### src/rtl/instruction_fetch_unit.sv
// Instruction fetch front end: PC, in-order imem request/response tracking, prefetch FIFO.
// Optional macro FETCH_PERF_COUNTERS_EN adds fetch/stall/flush performance counters.
module instruction_fetch_unit #(
    parameter logic [31:0] RESET_VECTOR = 32'h0000_0000,
    parameter int          FIFO_DEPTH   = 2
) (
    input  logic        clk,
    input  logic        rst,
    output logic        imem_req_valid,
    input  logic        imem_req_ready,
    output logic [31:0] imem_req_addr,
    input  logic        imem_rsp_valid,
    input  logic [31:0] imem_rsp_data,
    input  logic        redirect_valid,
    input  logic [31:0] redirect_target,
    output logic        fetch_valid,
    input  logic        fetch_ready,
    output logic [31:0] instruction_memory,
    output logic [31:0] program_counter,
    output logic        misaligned_fault
`ifdef FETCH_PERF_COUNTERS_EN
    ,
    output logic [31:0] perf_fetch_count,
    output logic [31:0] perf_stall_count,
    output logic [31:0] perf_flush_count
`endif
);
    localparam int AW = $clog2(FIFO_DEPTH);
    localparam int CW = AW + 1;
    localparam logic [CW:0] DEPTH_L = FIFO_DEPTH[CW:0];

    localparam logic [1:0] ST_BOOT = 2'd0;
    localparam logic [1:0] ST_RUN  = 2'd1;
    localparam logic [1:0] ST_HALT = 2'd2;

    logic [1:0]    state_q, state_d;
    logic [31:0]   fetch_pc_q, fetch_pc_d;
    logic [CW-1:0] outst_q, outst_d;
    logic [CW-1:0] drop_q, drop_d;
    logic          fault_q;

    logic [31:0]   pcq_q [FIFO_DEPTH];
    logic [AW-1:0] pcq_wr_q, pcq_rd_q;

    logic [31:0]   fifo_data_q [FIFO_DEPTH];
    logic [31:0]   fifo_pc_q   [FIFO_DEPTH];
    logic [AW-1:0] fifo_wr_q, fifo_rd_q;
    logic [CW-1:0] fifo_cnt_q, fifo_cnt_d;

    logic          run, req_fire, redir, redir_ok, redir_bad, push, pop;
    logic [CW:0]   inflight;

    assign run       = (state_q == ST_RUN);
    assign inflight  = {1'b0, fifo_cnt_q} + {1'b0, outst_q};
    assign req_fire  = imem_req_valid & imem_req_ready;
    assign redir     = redirect_valid & run;
    assign redir_ok  = redir & (redirect_target[1:0] == 2'b00);
    assign redir_bad = redir & (redirect_target[1:0] != 2'b00);
    // Any accepted redirect (aligned or not) flushes the FIFO and discards this cycle's response.
    assign push      = imem_rsp_valid & (drop_q == '0) & run & ~redir;
    assign pop       = fetch_valid & fetch_ready & ~redir;

    assign imem_req_valid     = run & (inflight < DEPTH_L);
    assign imem_req_addr      = fetch_pc_q;
    assign fetch_valid        = (fifo_cnt_q != '0) & (state_q != ST_HALT);
    assign instruction_memory = fifo_data_q[fifo_rd_q];
    assign program_counter    = fifo_pc_q[fifo_rd_q];
    assign misaligned_fault   = fault_q;

    always_comb begin
        state_d = state_q;
        case (state_q)
            ST_BOOT: state_d = ST_RUN;
            ST_RUN:  if (redir_bad) state_d = ST_HALT;
            default: state_d = ST_HALT;
        endcase
    end

    always_comb begin
        fetch_pc_d = fetch_pc_q;
        if (redir_ok)
            fetch_pc_d = redirect_target;
        else if (req_fire)
            fetch_pc_d = fetch_pc_q + 32'd4;
    end

    // After a redirect every request still in flight (incl. one handshaking now) is stale.
    always_comb begin
        outst_d = outst_q;
        if (req_fire)       outst_d = outst_d + CW'(1);
        if (imem_rsp_valid) outst_d = outst_d - CW'(1);
        drop_d = drop_q;
        if (redir)
            drop_d = outst_d;
        else if (imem_rsp_valid && drop_q != '0)
            drop_d = drop_q - CW'(1);
    end

    always_comb begin
        fifo_cnt_d = fifo_cnt_q;
        if (redir)
            fifo_cnt_d = '0;
        else begin
            if (push) fifo_cnt_d = fifo_cnt_d + CW'(1);
            if (pop)  fifo_cnt_d = fifo_cnt_d - CW'(1);
        end
    end

    always_ff @(posedge clk or posedge rst) begin
        if (rst) begin
            state_q    <= ST_BOOT;
            fetch_pc_q <= RESET_VECTOR;
            outst_q    <= '0;
            drop_q     <= '0;
            fault_q    <= 1'b0;
        end else begin
            state_q    <= state_d;
            fetch_pc_q <= fetch_pc_d;
            outst_q    <= outst_d;
            drop_q     <= drop_d;
            if (redir_bad) fault_q <= 1'b1;
        end
    end

    // Address queue pairs each in-order response with the PC that requested it.
    always_ff @(posedge clk or posedge rst) begin
        if (rst) begin
            for (int i = 0; i < FIFO_DEPTH; i++) pcq_q[i] <= '0;
            pcq_wr_q <= '0;
            pcq_rd_q <= '0;
        end else begin
            if (req_fire) begin
                pcq_q[pcq_wr_q] <= fetch_pc_q;
                pcq_wr_q        <= pcq_wr_q + AW'(1);
            end
            if (imem_rsp_valid) pcq_rd_q <= pcq_rd_q + AW'(1);
        end
    end

    always_ff @(posedge clk or posedge rst) begin
        if (rst) begin
            for (int i = 0; i < FIFO_DEPTH; i++) begin
                fifo_data_q[i] <= '0;
                fifo_pc_q[i]   <= '0;
            end
            fifo_wr_q  <= '0;
            fifo_rd_q  <= '0;
            fifo_cnt_q <= '0;
        end else begin
            fifo_cnt_q <= fifo_cnt_d;
            if (redir) begin
                fifo_wr_q <= '0;
                fifo_rd_q <= '0;
            end else begin
                if (push) begin
                    fifo_data_q[fifo_wr_q] <= imem_rsp_data;
                    fifo_pc_q[fifo_wr_q]   <= pcq_q[pcq_rd_q];
                    fifo_wr_q              <= fifo_wr_q + AW'(1);
                end
                if (pop) fifo_rd_q <= fifo_rd_q + AW'(1);
            end
        end
    end

`ifdef FETCH_PERF_COUNTERS_EN
    always_ff @(posedge clk or posedge rst) begin
        if (rst) begin
            perf_fetch_count <= '0;
            perf_stall_count <= '0;
            perf_flush_count <= '0;
        end else begin
            if (fetch_valid && fetch_ready)         perf_fetch_count <= perf_fetch_count + 32'd1;
            if (run && !(fetch_valid && fetch_ready)) perf_stall_count <= perf_stall_count + 32'd1;
            if (redir)                              perf_flush_count <= perf_flush_count + 32'd1;
        end
    end
`endif

endmodule

### config.mk
export PLATFORM = sky130hd
export DESIGN_NAME = instruction_fetch_unit
export DESIGN_NICKNAME = d
export VERILOG_FILES = /design/src/rtl/instruction_fetch_unit.sv
export SDC_FILE = /design/constraint.sdc
export NUM_CORES = 1
export LEC_CHECK = 0
export BUFFER_PORTS_ARGS = -buffer_cell sky130_fd_sc_hd__buf_2
export CELL_PAD_IN_SITES_DETAIL_PLACEMENT = 0
export CELL_PAD_IN_SITES_GLOBAL_PLACEMENT = 1
export CORE_UTILIZATION = 45
export CTS_CLUSTER_DIAMETER = 40
export DETAILED_ROUTE_END_ITERATION = 10
export PLACE_DENSITY_LB_ADDON = 0.1
export SLEW_MARGIN = 20
export SYNTH_ARGS = -nofsm -noshare
export SYNTH_HDL_FRONTEND = slang
export SYNTH_SLANG_ARGS = --single-unit
### constraint.sdc
create_clock -name clk -period 9.55 [get_ports clk]
set_clock_uncertainty 0.1 [all_clocks]
set_input_delay 0.4775 -clock clk [delete_from_list [all_inputs] [get_ports clk]]
set_output_delay 0.4775 -clock clk [all_outputs]
set_load 0.05 [all_outputs]
# Word level (Yosys, flattened, before mapping)
# Cells that the tools add are included.
# W data, S select, Z words.
word_totals:
  register_bits: 237
  latchBits: 0
  mem_bits_rw: 0
  romBits: 0
  out_inout_bits: 99
  n_memories: 0
classes:
  add_sub_neg: 11
  mul: 0
  div_mod_pow: 0
  n_lt_le_gt_ge: 7
  eq_ne: 3
  shifts: 0
  n_mux: 32
  bitwise_logic: 16
  reduce_logical: 14
op_table:
  columns: ["operator", "count"]
  rows:
  - ["$mux W32", 13]
  - ["$bwmux W64", 3]
  - ["$demux W32 S1", 2]
  - ["$add A32 B3 Y32 const B", 1]
  - ["$mux W2", 9]
  - ["$reduce_bool A2 Y1", 7]
  - ["$and A1 B1 Y1", 11]
  - ["$ge A2 B2 Y1 const B", 4]
  - ["$not A1 Y2", 4]
  - ["$logic_not A2 Y1", 3]
  - ["$sub A2 B1 Y2 const B", 3]
  - ["$add A1 B1 Y1 const B", 4]
  - ["$add A2 B1 Y2 const B", 2]
  - ["$lt A2 B1 Y1 const B", 2]
  - ["$mux W1", 4]
  - ["$pmux W2 S2", 1]
  - ["$add A2 B2 Y3", 1]
  - ["$logic_and A1 B1 Y1", 3]
  - ["$lt A3 B2 Y1 const B", 1]
  - ["$eq A2 B1 Y1 const B", 1]
  - ["$ne A2 B1 Y1 const B", 1]
  - ["$ne A2 B2 Y1 const B", 1]
  - ["$reduce_and A2 Y1", 1]
  - ["$not A1 Y1", 1]

# Longest topological paths before layout
# Gate-level depths: netlist (run 1).
logic_depth:
  word_depth: 9
  ltp_mapped: 9
  depth_no_buf: 8

# Worst setup path before layout (run 1)
# No wires, ideal clock.
synth_timing:
  path_kind: "flip-flop to flip-flop"
  from: "register outst_q[0]"
  to: "register fetch_pc_q[31], in the netlist imem_req_addr[31]"
  setup_ns: 0.082
  arrival_ns: 3.227
  required_time_ns: 9.368
  slack_ns: 6.141
  path_stages_with_launch: 10
  period_less_slack_ns: 3.409
  path_cell_list: "dfrtp_1 -> and2_1 -> fa_1 -> or4b_1 -> clkbuf_2 -> or4_1 -> buf_2 -> or4_1 -> or3_1 -> a31oi_1"
synth_via:
  elab_chain_cells: 5
synth_rtl:
  columns: ["item", "line", "rtl"]
  rows:
  - ["from (decl)", "38", "logic [CW-1:0] outst_q, outst_d;"]
  - ["from (signal assigned)", "119", "outst_q <= outst_d;"]
  - ["$add A2 B2 Y3", "54", "assign inflight = {1'b0, fifo_cnt_q} + {1'b0, outst_q};"]
  - ["$lt A3 B2 Y1", "63", "assign imem_req_valid = run & (inflight < DEPTH_L);"]
  - ["$and A1 B1 Y1", "63", null]
  - ["$and A1 B1 Y1", "55", "assign req_fire = imem_req_valid & imem_req_ready;"]
  - ["$reduce_bool A2 Y1 (no line)", null, null]
  - ["to (signal assigned)", "118", "fetch_pc_q <= fetch_pc_d;"]
  - ["to (decl)", "37", "logic [31:0] fetch_pc_q, fetch_pc_d;"]
# Every way passes these cells.
# A chain may end at the register's enable or synchronous reset.

# Final worst setup path (run 1)
# Same ends and word-level chain as after synthesis.

==> impl_metrics.json, run 1 <==
{
  "status": "finished with violations",
  "failed_checks": "negative hold slack",
  "syn_area_per_cell_um2": 12.1,
  "fin_nets": 1100,
  "ff2ff_setup_slack_ns": 5.96,
  "cts.htree.levels": 2,
  "cts-root-buf": "clkbuf_16",
  "worstPathArrival_ns": 3.91,
  "ys_seq_elements": 237,
  "cp.required_ns": 9.88,
  "grt-ovfl-total": 0,
  "synth_nets": 938,
  "numPortBuffers": 168,
  "path_delay_family": "simple AND/OR/NAND/NOR gates",
  "path_buf_inv": 0,
  "cap_violations": 0,
  "final-setup-viol-count": 0,
  "start_util": 0.460,
  "crit_type": "reg2reg",
  "antenna_left": 0,
  "ys_types": 39,
  "crit_slowest_cell": "or4_1",
  "die_w_um": 154,
  "cp_common_cell": "or4_1",
  "cts_max_path_buffers": 3,
  "gp_congestion": 0.723,
  "postCtsSetupBuffers": 0,
  "power.leakage_nw": 6.57,
  "numCtsBuffers": 37,
  "final_util": 0.564,
  "end_kind": "flop",
  "cts_resized": 0,
  "whs_ns": -0.0126,
  "synth-seq-area-share": 0.568,
  "clk_pin_slew_worst_paths_ns": 0.05,
  "ir_drop_v": 0.000122,
  "dp_hpwl_mm": 14.6,
  "die_h_um": 154,
  "grtUsageTotal": 0.202,
  "dr.pass1.iters": 4,
  "period_minus_slack_ns": 3.59,
  "holdCritPathClass": "in2async",
  "rsz0062_at_grt": "false",
  "insertion_delay_ns": 0.51,
  "fp.dieArea_um2": 23800,
  "grt_pass1_wl_mm": 38.1,
  "synth_edf_count": 0,
  "cp-start-kind": "flop",
  "timing_hold_violations_final": 14,
  "drive_gt1_frac": 0.415,
  "synth-async-reset-ratio": 1.00,
  "fin_cells": 1339,
  "worst-path-max-fanout": 8,
  "worst_pin_slew_ns": 1.13,
  "cts_tree": "done",
  "drt_iter0_markers": 274,
  "rows": 55,
  "viasPerCell": 5.20,
  "dp_cells": 1272,
  "antenna_found_initial": 0,
  "routed_wl_mm": 23.1,
  "cts_hold_buffers": 0,
  "boundaryPins": 169,
  "grt_max_degree": 93,
  "drv_slew": 0,
  "vias": 6969,
  "post-route-period-util": 0.376,
  "cts_sinks": 237,
  "grt_pass1_vias": 7010,
  "fmax_mhz": 279,
  "area_growth_pct": 22.8,
  "core-area_um2": 22700,
  "routedWlPerCell_um": 17.2,
  "slew_headroom": 0.248,
  "route.detailed.drc": 0,
  "netlist_area_um2": 10400,
  "power_density_nw_per_um2": 199,
  "layout_common_cells": "dfrtp_1, mux2_2, buf_2",
  "diodes": 0,
  "cpPeakStageDelay_ns": 0.71,
  "fill_cells": 2025,
  "synth_warnings": 0,
  "crit_path_cell_trace": "and2_1 > fa_1 > or4b_1 > or4_1 > or4_1 > or3_1 > a31oi_1",
  "layout_commonest_cell": "dfrtp_1",
  "synthFlopType": "dfrtp_1",
  "setup_tns_ns": 0,
  "syn_inst": 864
}
-- state kept, by name, summed over array words and instances, names as in the netlist --
register,count
fifo_wr_q,1
fifo_rd_q,1
pcq_wr_q,1
misaligned_fault,1
fifo_pc_q,64
imem_req_addr,32
state_q,2
outst_q,2
pcq_q,64
drop_q,2
fifo_data_q,64
pcq_rd_q,1
fifo_cnt_q,2
-- power breakdown --
| group | internal, mW | switching (mW) | total (mW) |
|---|---|---|---|
| clock | 0.896 | 0.470 | 1.37 |
| sequential | 1.02 | 0.0519 | 1.07 |
| combinational | 0.0632 | 0.0560 | 0.119 |
-- Yosys cell counts (all sizes together), types with 2 or more instances --
master,instances,area share
nand2b,2,0.0012
nor2b,2,0.0012
o21a,2,0.0014
mux2,188,0.20
xnor2,18,0.015
a21oi,35,0.017
nand3,9,0.0043
or2,2,0.0012
nand2,87,0.031
ha,3,0.0036
o211ai,2,0.0014
inv,12,0.0043
mux2i,32,0.031
and3,4,0.0024
a31oi,2,0.0012
o21ai,66,0.032
nor4,2,0.0012
clkbuf,40,0.015
xor2,19,0.016
buf,12,0.0044
or4b,2,0.0019
nor3,7,0.0034
dfrtp,237,0.57
or4,4,0.0029
and4,3,0.0025
nor2,48,0.017
nand4,9,0.0054
and2,4,0.0024
or3,4,0.0024
-- worst paths after layout --
kind / from / end / cells past startpoint
setup reg to reg: outst_q[0] / imem_req_addr[31] / 7
setup / recovery: outst_q[0] / imem_req_addr[31] / 7
hold reg to reg: misaligned_fault / misaligned_fault / 1
max in group asynchronous: rst / imem_req_addr[13] / 3
min in group clk: redirect_target[10] / imem_req_addr[10] / 3
hold / removal: rst / fifo_pc_q[3] / 2
-- worst reg2reg max path: cells and delay by family (launching register included) --
| kind | cells | cell delay [ns] |
|---|---|---|
| AO/OA/AOI/OAI | 1 | 0.16 |
| adder cells (fa/ha/maj) | 1 | 0.41 |
| flip-flops | 1 | 0.41 |
| AND/OR/NAND/NOR | 5 | 2.45 |
-- stage by stage --
stage,power [mW],worst slack (ns),instance area [um2]
global route,2.66,5.82,12800
CTS,2.60,5.94,12800
floorplan,1.16,2.47,10400
detailed placement,1.21,5.95,11500
finish,2.56,5.96,12800
global placement,1.21,5.98,11500
-- final cells by class --
cell class	count	area, um2	share of cell area
sequential	237	5940	0.463
multi-input combinational	563	4280	0.334
clock buffer	47	1060	0.0824
timing repair buffer	175	897	0.0700
tap	285	357	0.0278
clock inverter	20	231	0.0181
inverter	12	52.6	0.00410
-- metal layers --
| metal | global-route usage | share of wire |
|---|---|---|
| met5 | 0 | 0 |
| met4 | 0.0618 | 0.019 |
| met3 | 0.0353 | 0.051 |
| met2 | 0.333 | 0.47 |
| met1 | 0.274 | 0.46 |
-- cells by family (layout without fill, tap and decap cells) --
logic type,after synthesis,in the layout,share of synthesized area
buffers and inverters,64,254,0.0233
muxes,220,220,0.234
xor gates and xnor gates,37,37,0.0311
and+or+nand+nor,192,192,0.0836
AOI/OAI and AO/OA,110,110,0.0548
adders and majority gates,4,4,0.00552
DFF,237,237,0.568
Note: power is estimated with default switching activity, not from simulation.
==> inputs of run 2 (changes only) <==
==> constraint.sdc (replaced) <==
create_clock -name clk -period 3.7 [get_ports clk]
set_clock_uncertainty 0.1 [all_clocks]
set_input_delay 0.185 -clock clk [delete_from_list [all_inputs] [get_ports clk]]
set_output_delay 0.185 -clock clk [all_outputs]
set_load 0.05 [all_outputs]
==> impl_metrics.json, run 2 (synthesis results as in run 1) <==
{
  "status": "finished clean",
  "ir_drop_v": 0.000260,
  "r2r_end": "imem_req_addr[31]",
  "vias": 7276,
  "route.detailed.drc": 0,
  "numCtsBuffers": 36,
  "grt_max_degree": 72,
  "area_growth_pct": 29.9,
  "ff2ff_setup_slack_ns": 0.22,
  "holdCritPathClass": "in2reg",
  "place_ws_ns": 0.247,
  "core-area_um2": 22700,
  "crit_cells": 7,
  "dp_cells": 1280,
  "crit_path_cell_trace": "and2_1 > fa_1 > or4b_1 > or4_1 > or4_1 > or3_1 > a31oi_1",
  "setup_tns_ns": 0,
  "fmax_mhz": 287,
  "antenna_found_initial": 0,
  "cts_max_path_buffers": 3,
  "final-setup-viol-count": 0,
  "r2r_cells": 7,
  "gp_congestion": 0.735,
  "die_w_um": 154,
  "period_minus_slack_ns": 3.48,
  "path_delay_family": "simple AND/OR/NAND/NOR gates",
  "layout_common_cells": "dfrtp_1, mux2_2, buf_2",
  "rsz0062_at_grt": "false",
  "crit_slowest_cell": "or4_1",
  "grt-ovfl-total": 0,
  "viasPerCell": 5.16,
  "layout_setup_ws_ns": 0.217,
  "drv_slew": 0,
  "diodes": 0,
  "timing_hold_violations_final": 0,
  "grt_pass1_vias": 7330,
  "cts.htree.levels": 2,
  "crit_path_end": "imem_req_addr[31]",
  "die_h_um": 154,
  "rows": 55,
  "worstPathArrival_ns": 3.80,
  "layout_commonest_cell": "dfrtp_1",
  "cts_resized": 0,
  "dp_hpwl_mm": 15.2,
  "power.leakage_nw": 6.89,
  "whs_ns": 0.0266,
  "dr.pass1.iters": 4,
  "routed_wl_mm": 24.0,
  "cpPeakStageDelay_ns": 0.68,
  "antenna_left": 0,
  "worst_pin_slew_ns": 0.997,
  "start_util": 0.460,
  "cts-root-buf": "clkbuf_16",
  "grtUsageTotal": 0.209,
  "cts_tree": "done",
  "numPortBuffers": 168,
  "drt_iter0_markers": 310,
  "startpoint": "outst_q[0]",
  "fp.dieArea_um2": 23800,
  "cap_violations": 0,
  "post-route-period-util": 0.941,
  "clk_pin_slew_worst_paths_ns": 0.05,
  "worst-path-max-fanout": 7,
  "drive_gt1_frac": 0.393,
  "cp_common_cell": "or4_1",
  "fin_cells": 1410,
  "timing.rr.start": "outst_q[0]",
  "routedWlPerCell_um": 17.1,
  "grt_pass1_wl_mm": 39.2,
  "cp-start-kind": "flop",
  "end_kind": "flop",
  "cts_sinks": 237,
  "boundaryPins": 169,
  "power_mw": 6.59,
  "power_density_nw_per_um2": 486,
  "crit_type": "reg2reg",
  "slew_headroom": 0.336,
  "insertion_delay_ns": 0.51,
  "path_buf_inv": 0,
  "cp.required_ns": 4.01,
  "reg_top3": "fifo_data_q: 64 flops, fifo_pc_q: 64 flops, pcq_q: 64 flops",
  "fin_nets": 1173
}
## run 2: cell types whose count changed in the layout (fill, tap and decap cells not counted), moves of 2 or more
cell,previous run,this run
dlygate4sd3_1,0,66
clkbuf_16,39,37
clkinv_4,2,5
buf_12,0,5
buf_4,6,10
inv_6,5,3
## run 2: layout make-up
class	count	area, um2
clock inverter	20	255
clock buffer	44	992
multi-input combinational	563	4280
tap	285	357
fill	1940	9160
sequential	237	5940
inverter	12	48.8
timing repair buffer	249	1680
## run 2: repair_timing
item,4_1_cts,5_1_grt
endpoints found under the hold margin,131,0
setup buffers,0,0
hold buffers,66,0
## run 2: power breakdown
part | internal [mW] | total, mW | switching, mW
logic | 0.207 | 0.363 | 0.156
registers | 2.63 | 2.77 | 0.135
clock network | 2.27 | 3.46 | 1.19
total | 5.11 | 6.59 | 1.48
## run 2: worst min-delay path by stage
stage	depth (start not counted)	start	endpoint	slack [ns]
6_report	4	imem_req_ready	pcq_wr_q	0.03
2_1_floorplan	1	imem_rsp_valid	pcq_rd_q	0.17
3_5_place_dp	3	redirect_target[2]	imem_req_addr[2]	0.30
3_3_place_gp	3	redirect_target[4]	imem_req_addr[4]	0.29
5_1_grt	3	redirect_valid	fifo_rd_q	0.03
4_1_cts	3	redirect_valid	fifo_rd_q	0.002
## run 2: metal layers
metal,wire [um],vias up,global-route usage
li1,-,3496,-
met1,10900,3594,0.273
met2,11800,154,0.358
met3,961,32,0.0398
met4,338,0,0.0514
met5,0,-,0
## run 2: tightest hold or removal path, cell delays in order
cell	delay (ns)
buf_2	0.13
nand2_1	0.14
nand2_1	0.07
nand2_1	0.06
## run 2: metrics by stage
stage,cell area (um2),util
finish,13600,0.597
global route,13600,0.597
detailed placement,11600,0.513
global placement,11600,0.513
CTS,13500,0.597
floorplan,10400,-
==> inputs of run 3 (changes only) <==
--- a/config.mk
+++ b/config.mk
@@ -6,12 +6,10 @@
 export NUM_CORES = 1
 export LEC_CHECK = 0
 export BUFFER_PORTS_ARGS = -buffer_cell sky130_fd_sc_hd__buf_2
-export CELL_PAD_IN_SITES_DETAIL_PLACEMENT = 0
-export CELL_PAD_IN_SITES_GLOBAL_PLACEMENT = 1
-export CORE_UTILIZATION = 45
+export CORE_UTILIZATION = 50
 export CTS_CLUSTER_DIAMETER = 40
 export DETAILED_ROUTE_END_ITERATION = 10
-export PLACE_DENSITY_LB_ADDON = 0.1
+export PLACE_DENSITY = 0.72
 export SLEW_MARGIN = 20
 export SYNTH_ARGS = -nofsm -noshare
 export SYNTH_HDL_FRONTEND = slang
==> impl_metrics.json, run 3 (synthesis results as in run 1) <==
{
  "worstPathArrival_ns": 3.74,
  "clkPwrFrac": 0.493,
  "pwr-share-comb": 0.059,
  "crit_path_cell_trace": "and2_1 > fa_1 > or4b_1 > or4_1 > or4_1 > or3_1 > a31oi_1",
  "setup_tns_ns": 0,
  "final-setup-viol-count": 0,
  "p_sw_frac": 0.231,
  "viasPerCell": 5.20,
  "rows": 52,
  "cap_violations": 0,
  "postCtsSetupBuffers": 0,
  "power.leakage_nw": 6.80,
  "holdPathStages": 4,
  "layout_common_cells": "dfrtp_1, mux2_2, buf_2",
  "layout_commonest_cell": "dfrtp_1",
  "power.internal_mw": 4.72,
  "cp.required_ns": 4.06,
  "grt_pass1_vias": 7196,
  "grt_max_degree": 176,
  "cts_max_path_buffers": 3,
  "crit_cells": 7,
  "post-route-period-util": 0.913,
  "die_h_um": 146,
  "ff2ff_setup_slack_ns": 0.32,
  "crit_type": "reg2reg",
  "drive_gt1_frac": 0.389,
  "core-area_um2": 20400,
  "antenna_found_initial": 0,
  "diodes": 0,
  "ir_drop_v": 0.000381,
  "routed_wl_mm": 22.8,
  "grt-ovfl-total": 0,
  "numCtsBuffers": 31,
  "boundaryPins": 169,
  "gp_congestion": 0.757,
  "drv_slew": 0,
  "status": "finished clean",
  "start_util": 0.512,
  "insertion_delay_ns": 0.54,
  "rsz0062_at_grt": "false",
  "vias": 7235,
  "period_minus_slack_ns": 3.38,
  "net-switching-power_mw": 1.42,
  "fin_nets": 1172,
  "grtUsageTotal": 0.215,
  "cts.htree.levels": 1,
  "grt_pass1_wl_mm": 36.9,
  "cp_common_cell": "or4_1",
  "timing.rr.start": "outst_q[0]",
  "cts_sinks": 237,
  "antenna_left": 0,
  "path_buf_inv": 0,
  "holdCritPathClass": "in2reg",
  "holdPathEnd": "fifo_rd_q",
  "timing_hold_violations_final": 0,
  "r2r_cells": 7,
  "r2r_end": "imem_req_addr[31]",
  "end_kind": "flop",
  "path_delay_family": "simple AND/OR/NAND/NOR gates",
  "fp.dieArea_um2": 21500,
  "cts-root-buf": "clkbuf_16",
  "dr.pass1.iters": 6,
  "worst-path-max-fanout": 4,
  "worst_pin_slew_ns": 1.02,
  "cts_tree": "done",
  "die_w_um": 146,
  "seqPwrFrac": 0.448,
  "cpPeakStageDelay_ns": 0.59,
  "min_from": "fetch_ready",
  "reg_top3": "fifo_data_q: 64 flops, fifo_pc_q: 64 flops, pcq_q: 64 flops",
  "cp-start-kind": "flop",
  "power_density_nw_per_um2": 460,
  "fill_cells": 1551,
  "area_growth_pct": 28.0,
  "place_area_um2": 11600,
  "startpoint": "outst_q[0]",
  "slew_headroom": 0.319,
  "clk_pin_slew_worst_paths_ns": 0.06,
  "route.detailed.drc": 0,
  "numPortBuffers": 168,
  "routedWlPerCell_um": 16.4,
  "drt_iter0_markers": 316,
  "fmax_mhz": 296,
  "crit_slowest_cell": "or4_1",
  "design_area_um2": 13400,
  "dp_hpwl_mm": 14.5
}
[run 3: changes by cell type in the layout (fill, tap and decap cells not counted), sizes merged]
cell,delta
buf,+1
bufinv,-1
clkbuf,-9
clkinv,-3
clkinvlp,+3
dlygate4sd3,+3
inv,+2
[run 3: layer usage]
metal / GRT usage / wire [um]
met5: 0 / 0
met4: 0.0578 / 423
met3: 0.0334 / 1160
met2: 0.351 / 10700
met1: 0.299 / 10500
[run 3: power by group through the flow]
| stage | Clock, mW | Combinational [mW] | Sequential (mW) |
|---|---|---|---|
| after floorplan | 0 | 0.279 | 2.71 |
| final | 3.03 | 0.362 | 2.75 |
| after detailed placement | 0 | 0.308 | 2.80 |
| after CTS | 3.10 | 0.365 | 2.75 |
| after global placement | 0 | 0.303 | 2.80 |
| after global routing | 3.21 | 0.403 | 2.76 |
[run 3: worst min-delay path, delay by kind of cell]
| family | cells | cell delay (ns) |
|---|---|---|
| XOR/XNOR | 1 | 0.10 |
| AND/OR/NAND/NOR | 1 | 0.08 |
| buffers and inverters | 1 | 0.10 |
| AO/OA/AOI/OAI | 1 | 0.20 |
[run 3: stage by stage]
step	power [mW]	hold WS (ns)	setup WS (ns)	std cells	utilization
floorplan	2.99	0.172	0.291	864	-
detailed placement	3.11	0.292	0.335	1266	0.570
global placement	3.10	0.290	0.346	1266	0.570
CTS	6.21	0.0415	0.311	1391	0.656
finish	6.14	0.0639	0.321	1391	0.656
global route	6.37	0.111	0.163	1391	0.656
[run 3: repair_timing]
action,4_1_cts,5_1_grt
hold endpoints to repair,341,0
resized for setup,0,0
hold buffers,69,0
[run 3: how the worst max path moves through the flow]
stage	endpoint	slack [ns]
floorplan	imem_req_addr[31]	0.29
finish	imem_req_addr[31]	0.32
global route	imem_req_addr[23]	0.16
detailed placement	imem_req_addr[31]	0.33
CTS	imem_req_addr[31]	0.31
global placement	imem_req_addr[31]	0.35
[run 3: final cells by class]
cell class | instances | area (um2) | area share
timing repair buffer | 253 | 1690 | 0.126
clock buffer | 35 | 821 | 0.0614
multi-input combinational | 563 | 4280 | 0.321
sequential | 237 | 5930 | 0.444
inverter | 12 | 48.8 | 0.00365
tap | 270 | 338 | 0.0253
clock inverter | 21 | 248 | 0.0185
